`config.mk`:
```
export PLATFORM = sky130hd
export DESIGN_NAME = bridge_ser_shift_flat
export DESIGN_NICKNAME = d
export VERILOG_FILES = /design/src/rtl/bridge_ser_shift_pkg.sv /design/src/rtl/bridge_ser_shift_if.sv /design/src/rtl/sclk_edge_det.sv /design/src/rtl/bridge_ser_shift.sv /design/src/flat_wrapper.sv
export SDC_FILE = /design/constraint.sdc
export NUM_CORES = 1
export LEC_CHECK = 0
export CAP_MARGIN = 20
export CORE_UTILIZATION = 40
export DETAILED_ROUTE_END_ITERATION = 8
export GPL_ROUTABILITY_DRIVEN = 0
export GPL_TIMING_DRIVEN = 1
export PLACE_DENSITY = 0.6
export SYNTH_ARGS = -nofsm -noshare
export SYNTH_HDL_FRONTEND = slang
export SYNTH_SLANG_ARGS = --single-unit
```
`constraint.sdc`:
```
create_clock -name clk_in -period 2 [get_ports clk_in]
set_input_delay 0.4 -clock clk_in [delete_from_list [all_inputs] [get_ports clk_in]]
set_output_delay 0.4 -clock clk_in [all_outputs]
set_load 0.01 [all_outputs]
```
`src/rtl/bridge_ser_shift_pkg.sv`:
```
// Shared definitions for the bridge serial shift engine: state encoding and
// the default bridge word width.
package bridge_ser_shift_pkg;

    localparam int BRIDGE_WIDTH = 16;

    localparam logic [1:0] IDLE_ENC  = 2'd0;
    localparam logic [1:0] ARM_ENC   = 2'd1;
    localparam logic [1:0] SHIFT_ENC = 2'd2;
    localparam logic [1:0] DONE_ENC  = 2'd3;

    typedef enum logic [1:0] {
        ST_IDLE  = IDLE_ENC,
        ST_ARM   = ARM_ENC,
        ST_SHIFT = SHIFT_ENC,
        ST_DONE  = DONE_ENC
    } state_t;

endpackage

```
`src/rtl/bridge_ser_shift_if.sv`:
```
// Parallel handshake plus serial pins of the bridge shift engine.
// Handshake: a word transfers on a clk_in edge where in_valid && in_ready;
// the sender holds in_valid/in_data stable until then, ready never waits on valid.
interface bridge_ser_shift_if
    import bridge_ser_shift_pkg::*;
#(
    parameter int WIDTH = BRIDGE_WIDTH
);
    logic             in_valid;
    logic [WIDTH-1:0] in_data;
    logic             in_ready;
    logic             sdi;
    logic             sdo;
    logic             cs_n;
    logic [WIDTH-1:0] rx_data;
    logic             done;
    logic             busy;

    modport master (
        output in_valid, in_data, sdi,
        input  in_ready, sdo, cs_n, rx_data, done, busy
    );

    modport slave (
        input  in_valid, in_data, sdi,
        output in_ready, sdo, cs_n, rx_data, done, busy
    );
endinterface

```
`src/rtl/sclk_edge_det.sv`:
```
// Level-sampled edge detector for the divided serial clock; sclk is already
// registered in clk_in, so a single delay stage is enough.
module sclk_edge_det (
    input  logic clk_in,
    input  logic RST_N,
    input  logic sclk,
    output logic rise,
    output logic fall
);
    logic sclk_d;

    // Resetting to 0 guarantees no spurious fall right after reset.
    always_ff @(posedge clk_in or negedge RST_N) begin
        if (!RST_N) begin
            sclk_d <= 1'b0;
        end else begin
            sclk_d <= sclk;
        end
    end

    assign fall = sclk_d & ~sclk;
    assign rise = ~sclk_d & sclk;
endmodule

```
`src/rtl/bridge_ser_shift.sv`:
```
// Bridge serial shift engine: MSB-first full-duplex word shifter framed by
// cs_n, launching sdo on sclk falls and capturing sdi on sclk rises.
module bridge_ser_shift
    import bridge_ser_shift_pkg::*;
#(
    parameter int WIDTH = BRIDGE_WIDTH,
    parameter int CNT_W = 5
) (
    input  logic                     clk_in,
    input  logic                     RST_N,
    input  logic                     sclk,
    bridge_ser_shift_if.slave        bus,
    output state_t                   dbg_state
);
    // One extra bit so the counter can hold WIDTH itself when 2^CNT_W == WIDTH.
    localparam int CW = CNT_W + 1;

    state_t           state;
    logic [WIDTH-1:0] tx_sr;
    logic [WIDTH-1:0] rx_sr;
    logic [CW-1:0]    bit_cnt;
    logic             sdo_q;
    logic             cs_n_q;
    logic [WIDTH-1:0] rx_data_q;
    logic             done_q;
    logic             busy_q;
    logic             in_ready_q;
    logic             rise;
    logic             fall;

    sclk_edge_det u_edge (
        .clk_in (clk_in),
        .RST_N  (RST_N),
        .sclk   (sclk),
        .rise   (rise),
        .fall   (fall)
    );

    always_ff @(posedge clk_in or negedge RST_N) begin
        if (!RST_N) begin
            state      <= ST_IDLE;
            tx_sr      <= '0;
            rx_sr      <= '0;
            bit_cnt    <= '0;
            sdo_q      <= 1'b0;
            cs_n_q     <= 1'b1;
            rx_data_q  <= '0;
            done_q     <= 1'b0;
            busy_q     <= 1'b0;
            in_ready_q <= 1'b1;
        end else begin
            done_q <= 1'b0;
            case (state)
                ST_IDLE: begin
                    if (bus.in_valid && in_ready_q) begin
                        tx_sr      <= bus.in_data;
                        in_ready_q <= 1'b0;
                        busy_q     <= 1'b1;
                        state      <= ST_ARM;
                    end
                end
                ST_ARM: begin
                    // Align the frame start to an sclk fall so the first bit
                    // gets a full low half-period before the first rise.
                    if (fall) begin
                        cs_n_q  <= 1'b0;
                        sdo_q   <= tx_sr[WIDTH-1];
                        tx_sr   <= tx_sr << 1;
                        bit_cnt <= '0;
                        state   <= ST_SHIFT;
                    end
                end
                ST_SHIFT: begin
                    if (rise) begin
                        rx_sr   <= {rx_sr[WIDTH-2:0], bus.sdi};
                        bit_cnt <= bit_cnt + 1'b1;
                    end else if (fall) begin
                        if (bit_cnt == CW'(WIDTH)) begin
                            cs_n_q    <= 1'b1;
                            sdo_q     <= 1'b0;
                            rx_data_q <= rx_sr;
                            done_q    <= 1'b1;
                            busy_q    <= 1'b0;
                            state     <= ST_DONE;
                        end else begin
                            sdo_q <= tx_sr[WIDTH-1];
                            tx_sr <= tx_sr << 1;
                        end
                    end
                end
                ST_DONE: begin
                    in_ready_q <= 1'b1;
                    state      <= ST_IDLE;
                end
                default: begin
                    state <= ST_IDLE;
                end
            endcase
        end
    end

    assign bus.sdo      = sdo_q;
    assign bus.cs_n     = cs_n_q;
    assign bus.rx_data  = rx_data_q;
    assign bus.done     = done_q;
    assign bus.busy     = busy_q;
    assign bus.in_ready = in_ready_q;
    assign dbg_state    = state;
endmodule

```
`src/flat_wrapper.sv`:
```
// flat-port wrapper written by rule: the top's interface ports become plain ports
module bridge_ser_shift_flat import bridge_ser_shift_pkg::*;
#(
    parameter int WIDTH = BRIDGE_WIDTH,
    parameter int CNT_W = 5
)
  (clk_in, RST_N, sclk, dbg_state, bus_in_valid, bus_in_data, bus_sdi, bus_in_ready, bus_sdo, bus_cs_n, bus_rx_data, bus_done, bus_busy);
  bridge_ser_shift_if #(.WIDTH(WIDTH)) bus_i ();
  input  logic clk_in;
  input  logic RST_N;
  input  logic sclk;
  output state_t dbg_state;
  input wire logic [$bits(bus_i.in_valid)-1:0] bus_in_valid;
  input wire logic [$bits(bus_i.in_data)-1:0] bus_in_data;
  input wire logic [$bits(bus_i.sdi)-1:0] bus_sdi;
  output wire logic [$bits(bus_i.in_ready)-1:0] bus_in_ready;
  output wire logic [$bits(bus_i.sdo)-1:0] bus_sdo;
  output wire logic [$bits(bus_i.cs_n)-1:0] bus_cs_n;
  output wire logic [$bits(bus_i.rx_data)-1:0] bus_rx_data;
  output wire logic [$bits(bus_i.done)-1:0] bus_done;
  output wire logic [$bits(bus_i.busy)-1:0] bus_busy;
  assign bus_i.in_valid = bus_in_valid;
  assign bus_i.in_data = bus_in_data;
  assign bus_i.sdi = bus_sdi;
  assign bus_in_ready = bus_i.in_ready;
  assign bus_sdo = bus_i.sdo;
  assign bus_cs_n = bus_i.cs_n;
  assign bus_rx_data = bus_i.rx_data;
  assign bus_done = bus_i.done;
  assign bus_busy = bus_i.busy;
  bridge_ser_shift #(.WIDTH(WIDTH), .CNT_W(CNT_W)) u_core (.clk_in(clk_in), .RST_N(RST_N), .sclk(sclk), .bus(bus_i), .dbg_state(dbg_state));
endmodule
```
== Word level (Yosys, flattened, before mapping) ==
Cells that the tools add are included.
Word-level totals
  bits in registers: 62
  logic and storage cells: 79
  output and inout port bits: 23
  input port bits: 21
Operators by class
  bitwise logic cells: 5
  reductions and logical operators: 15
  multiplexer cells: 36
  equal/unequal tests: 11
  add/sub/neg operators: 1
Operators with widths (count)
  $mux W16: 5
  $pmux W16 S3: 1
  $mux W1: 17
  $reduce_and A5 Y1: 3
  $mux W6: 2
  $pmux W6 S2: 1
  $mux W2: 5
  $ne A2 B1 Y1 const B: 5
  $pmux W1 S2: 4
  $pmux W2 S4: 1
  $reduce_and A4 Y1: 2
  $add A6 B1 Y6 const B: 1
  $eq A6 B5 Y1 const B: 1
  $reduce_and A6 Y1: 1
  $reduce_bool A2 Y1: 3
  $eq A2 B2 Y1 const B: 2
  $ne A2 B2 Y1 const B: 2
  $reduce_and A2 Y1: 2
  $not A1 Y1: 3
  $reduce_and A3 Y1: 1
  $reduce_bool A3 Y1: 1
  $and A1 B1 Y1: 2
  $eq A2 B1 Y1 const B: 1
  $logic_not A2 Y1: 1
  $logic_and A1 B1 Y1: 1

== Depth between registers and ports, before layout ==
  depth in word-level cells: 5
  mapped depth: 8
  depth with buffers taken out: 7

== Hierarchy ==
A second synthesis with hierarchy kept.
Unflattened totals
  cells, all modules: 201
  area total of the unflattened synthesis: 2839.0 um2
By module, submodules not included
  bridge_ser_shift: times used 1, area each 2798.9 um2, cells each 198, seq. area each 1529.0 um2
  sclk_edge_det: times used 1, area each 40.0 um2, cells each 3, seq. area each 25.0 um2

== Least setup slack after synthesis ==
OpenSTA, ideal clock, no wires.
  path type: register to register
  from: register u_core.state[0], in the netlist u_core.dbg_state[0]
  to: register u_core.rx_sr[10]
  clock period less this slack: 1.760 ns
  stages on the path, launching flop included: 9
  setup time: 0.117 ns
  path buffers: 2
  arrival: 1.643 ns
  slack: 0.240 ns
  data required time: 1.883 ns
  cells stage by stage: dfrtp_1 -> inv_1 -> ha_1 -> buf_4 -> nand3b_1 -> clkinv_1 -> buf_2 -> nand2_1 -> nand2_1
On the way
  word-level cells in the longest chain between the ends: 2
RTL lines
  from (decl): line bridge_ser_shift.sv:18  | state_t state;
  from (signal assigned): line bridge_ser_shift.sv:41  | state <= ST_IDLE;
  from (signal assigned): line bridge_ser_shift.sv:59  | state <= ST_ARM;
  from (signal assigned): line bridge_ser_shift.sv:70  | state <= ST_SHIFT;
  $eq A2 B2 Y1: line bridge_ser_shift.sv:53  | case (state)
  $reduce_and A2 Y1 (no line)
  to (signal assigned): line bridge_ser_shift.sv:75  | rx_sr <= {rx_sr[WIDTH-2:0], bus.sdi};
  to (decl): line bridge_ser_shift.sv:20  | logic [WIDTH-1:0] rx_sr;
No other way between the ends.
A chain may end at the register's enable or synchronous reset.

== Worst setup path after layout ==
  from: register u_core.in_ready_q, in the netlist u_core.bus.in_ready
  to: output bus_in_ready
RTL lines
  from (decl): line bridge_ser_shift.sv:27  | logic in_ready_q;
  from (signal assigned): line bridge_ser_shift.sv:50  | in_ready_q <= 1'b1;
  from (signal assigned): line bridge_ser_shift.sv:57  | in_ready_q <= 1'b0;
  from (signal assigned): line bridge_ser_shift.sv:92  | in_ready_q <= 1'b1;
  to (decl): line flat_wrapper.sv:16  | output wire logic [$bits(bus_i.in_ready)-1:0] bus_in_ready;
No word-level cell between the ends.

==> flow_metrics.tcl <==
set metrics [dict create \
    maxCapViolations 0 \
    dr.pass1.iters 4 \
    drc 0 \
    drtIter0Drc 74 \
    drt_wl_total_um 5160 \
    ys_seq_area_share_pct 55.4 \
    avgSynthCellArea_um2 10.8 \
    yosys_register_bits 62 \
    antenna_found_initial 0 \
    initial_utilization_pct 41.3 \
    gr-total-overflow 0 \
    crit_buf_inv 1 \
    area_growth_pct 28.2 \
    dp_hpwl_um 3440 \
    grt_pass1_vias 1941 \
    gr-usage-all-layers_pct 16.2 \
    synth-simple-area-share_pct 15.1 \
    synth_cells 260 \
    finalHoldViolations 0 \
    drive_gt1_share_pct 16.5 \
    tightest_slew_ps 356 \
    clock_latency_ps 340 \
    critical-path-max-stage-delay_ps 560 \
    via_per_inst 4.69 \
    vias 1957 \
    coreArea_mm2 0.00679 \
    clockBufferDepth 2 \
    die_w_um 85.8 \
    placementRows 30 \
    path_class "flip-flop to primary output" \
    required_ps 1600 \
    fmax_mhz 547 \
    boundaryPins 44 \
    grt_max_degree 63 \
    wl_per_cell_um 12.4 \
    cts_tree "built" \
    clkSinkCount 62 \
    htreeDepth 3 \
    rsz0062_at_grt "false" \
    die_area_mm2 0.00735 \
    post-cts-setup-buffers 0 \
    synth_top_family_by_area "simple AND/OR/NAND/NOR gates" \
    clk_pin_slew_ps 70 \
    synth_xor_area_share_pct 0.936 \
    synthFlopType "dfrtp_1" \
    ys_types 37 \
    async_reset_ff_share_pct 100 \
    fin_area_mm2 0.00360 \
    start_kind "flip-flop" \
    io_buffers 43 \
    fin_crit_ps 1830 \
    synth_edf_count 0 \
    place_area_mm2 0.00342 \
    path_cells "clkdlybuf4s50_1" \
    synthAdderAreaFrac_pct 3.12 \
    num_antenna_cells 0 \
    grt_pass1_wl_um 9200 \
    arrival_ps 1430 \
    skew_ps 8.82 \
    min_period_over_period_pct 91.4 \
    cp_slowest_cell "dfstp_2" \
    synth_compound_area_share_pct 8.92 \
    dieHeight_um 85.8 \
    syn_nets 288 \
    path_max_fanout 4 \
    drtAntennaViolNets 0 \
    worst_setup_path_end_kind "primary output" \
    power_density_mw_per_mm2 1240 \
    critPathTopFamily "flip-flops" \
    ys_warn_count 0 \
    setup_viol 0 \
    hp-class "primary input to async pin" \
    p_leak_nw 1.76 \
    fillerInstances 603 \
    ctsRootBufferMaster "clkbuf_8" \
    irDropWorstVdd_uv 619 \
    slew_violations 0 \
    run_status "finished, final reports clean" \
    syn_area_mm2 0.00281 \
    nets 344 \
    numCtsBuffers 9 \
    setup_tns_ps 0 \
    slew_headroom_pct 76.2 \
    synthMuxAreaShare_pct 13.4 \
]
-- repair_timing --
item                       in CTS  in global routing
gates resized for setup         0                  1
setup endpoints to repair       0                  3
hold buffers                    0                  0
-- power breakdown --
part,switching [mW],internal [mW]
Combinational,0.977,0.824
Sequential,0.164,1.53
Clock,0.510,0.450
Total,1.65,2.80
-- sequential cells by signal, indices dropped and copies added (netlist names), 2 cells and up --
signal	count
u_core.bus.rx_data	16
u_core.rx_sr	16
u_core.tx_sr	16
u_core.bit_cnt	6
u_core.dbg_state	2
-- layout by cell type (no fill, tap or decap), drive strengths merged, types with 3 or more instances in the layout --
cell type,count
mux2,17
nand2,70
inv,9
dfrtp,60
clkbuf,9
a21oi,6
clkdlybuf4s50,42
a31oi,3
xor2,3
nor2,8
ha,7
buf,13
o21ai,28
clkinv,6
nand2b,3
mux2i,15
-- through the flow --
stage,setup slack (ps),cells,power [mW],util [%],hold WS (ps)
after floorplan,240,260,2.95,-,104
after global placement,54.6,401,3.50,50.4,439
after detailed placement,2.51,401,3.55,50.4,438
after CTS,139,417,4.52,52.9,61.2
after global routing,65.8,417,4.81,52.9,68.9
final,172,417,4.45,52.9,56.5
-- cells by family after synthesis --
family          after synthesis
compound gates               44
xor+xnor                      3
fa+ha+maj                     7
buf+inv                      19
flops                        62
mux                          32
simple gates                 93
-- synthesized netlist by cell type, drive strengths merged (2+ instances only) --
library cell  count  share of area, %
nand2            70               9.4
dfrtp            60                53
o21ai            28               5.0
mux2             17               8.0
mux2i            15               5.3
inv               8               1.1
nor2              8               1.1
buf               7               1.6
ha                7               3.1
a21oi             6               1.2
a31oi             3              0.67
clkbuf            3              0.40
nand2b            3              0.67
xor2              3              0.94
a21boi            2              0.53
dfstp             2               1.9
nand3b            2              0.98
nor3              2              0.36
o211ai            2              0.53
-- path summary, 6_finish.rpt --
kind | start | endpoint | slack [ps] | depth (start not counted)
min reg2reg | u_core.tx_sr[1]$_DFFE_PN0P_ | u_core.tx_sr[1]$_DFFE_PN0P_ | 480 | 2
min in group clk_in | u_core.tx_sr[1]$_DFFE_PN0P_ | u_core.tx_sr[1]$_DFFE_PN0P_ | 480 | 2
max in group asynchronous | RST_N | u_core.bus.in_ready$_DFFE_PN1P_ | 1640 | 2
max reg2reg | u_core.dbg_state[1]$_DFFE_PN0P_ | u_core.dbg_state[1]$_DFFE_PN0P_ | 200 | 6
min | RST_N | u_core.bus.rx_data[14]$_DFFE_PN0P_ | 60 | 2
max | u_core.bus.in_ready$_DFFE_PN1P_ | bus_in_ready | 170 | 1
-- final cells by class --
class | count | area, um2 | area share [%]
multi-input combinational | 179 | 1160 | 32.3
clock buffer | 9 | 124 | 3.44
inverter | 9 | 33.8 | 0.939
clock inverter | 7 | 48.8 | 1.36
tap | 96 | 120 | 3.34
sequential | 62 | 1550 | 43.2
timing repair buffer | 55 | 553 | 15.4
-- layer usage --
| layer | track usage [%] | wire, um | up-vias |
|---|---|---|---|
| li1 | - | - | 989 |
| met1 | 22.1 | 2620 | 932 |
| met2 | 23.7 | 2270 | 30 |
| met3 | 5.39 | 188 | 6 |
| met4 | 6.97 | 72 | 0 |
| met5 | 0 | 0 | - |
Note: power is estimated with default switching activity, not from simulation.
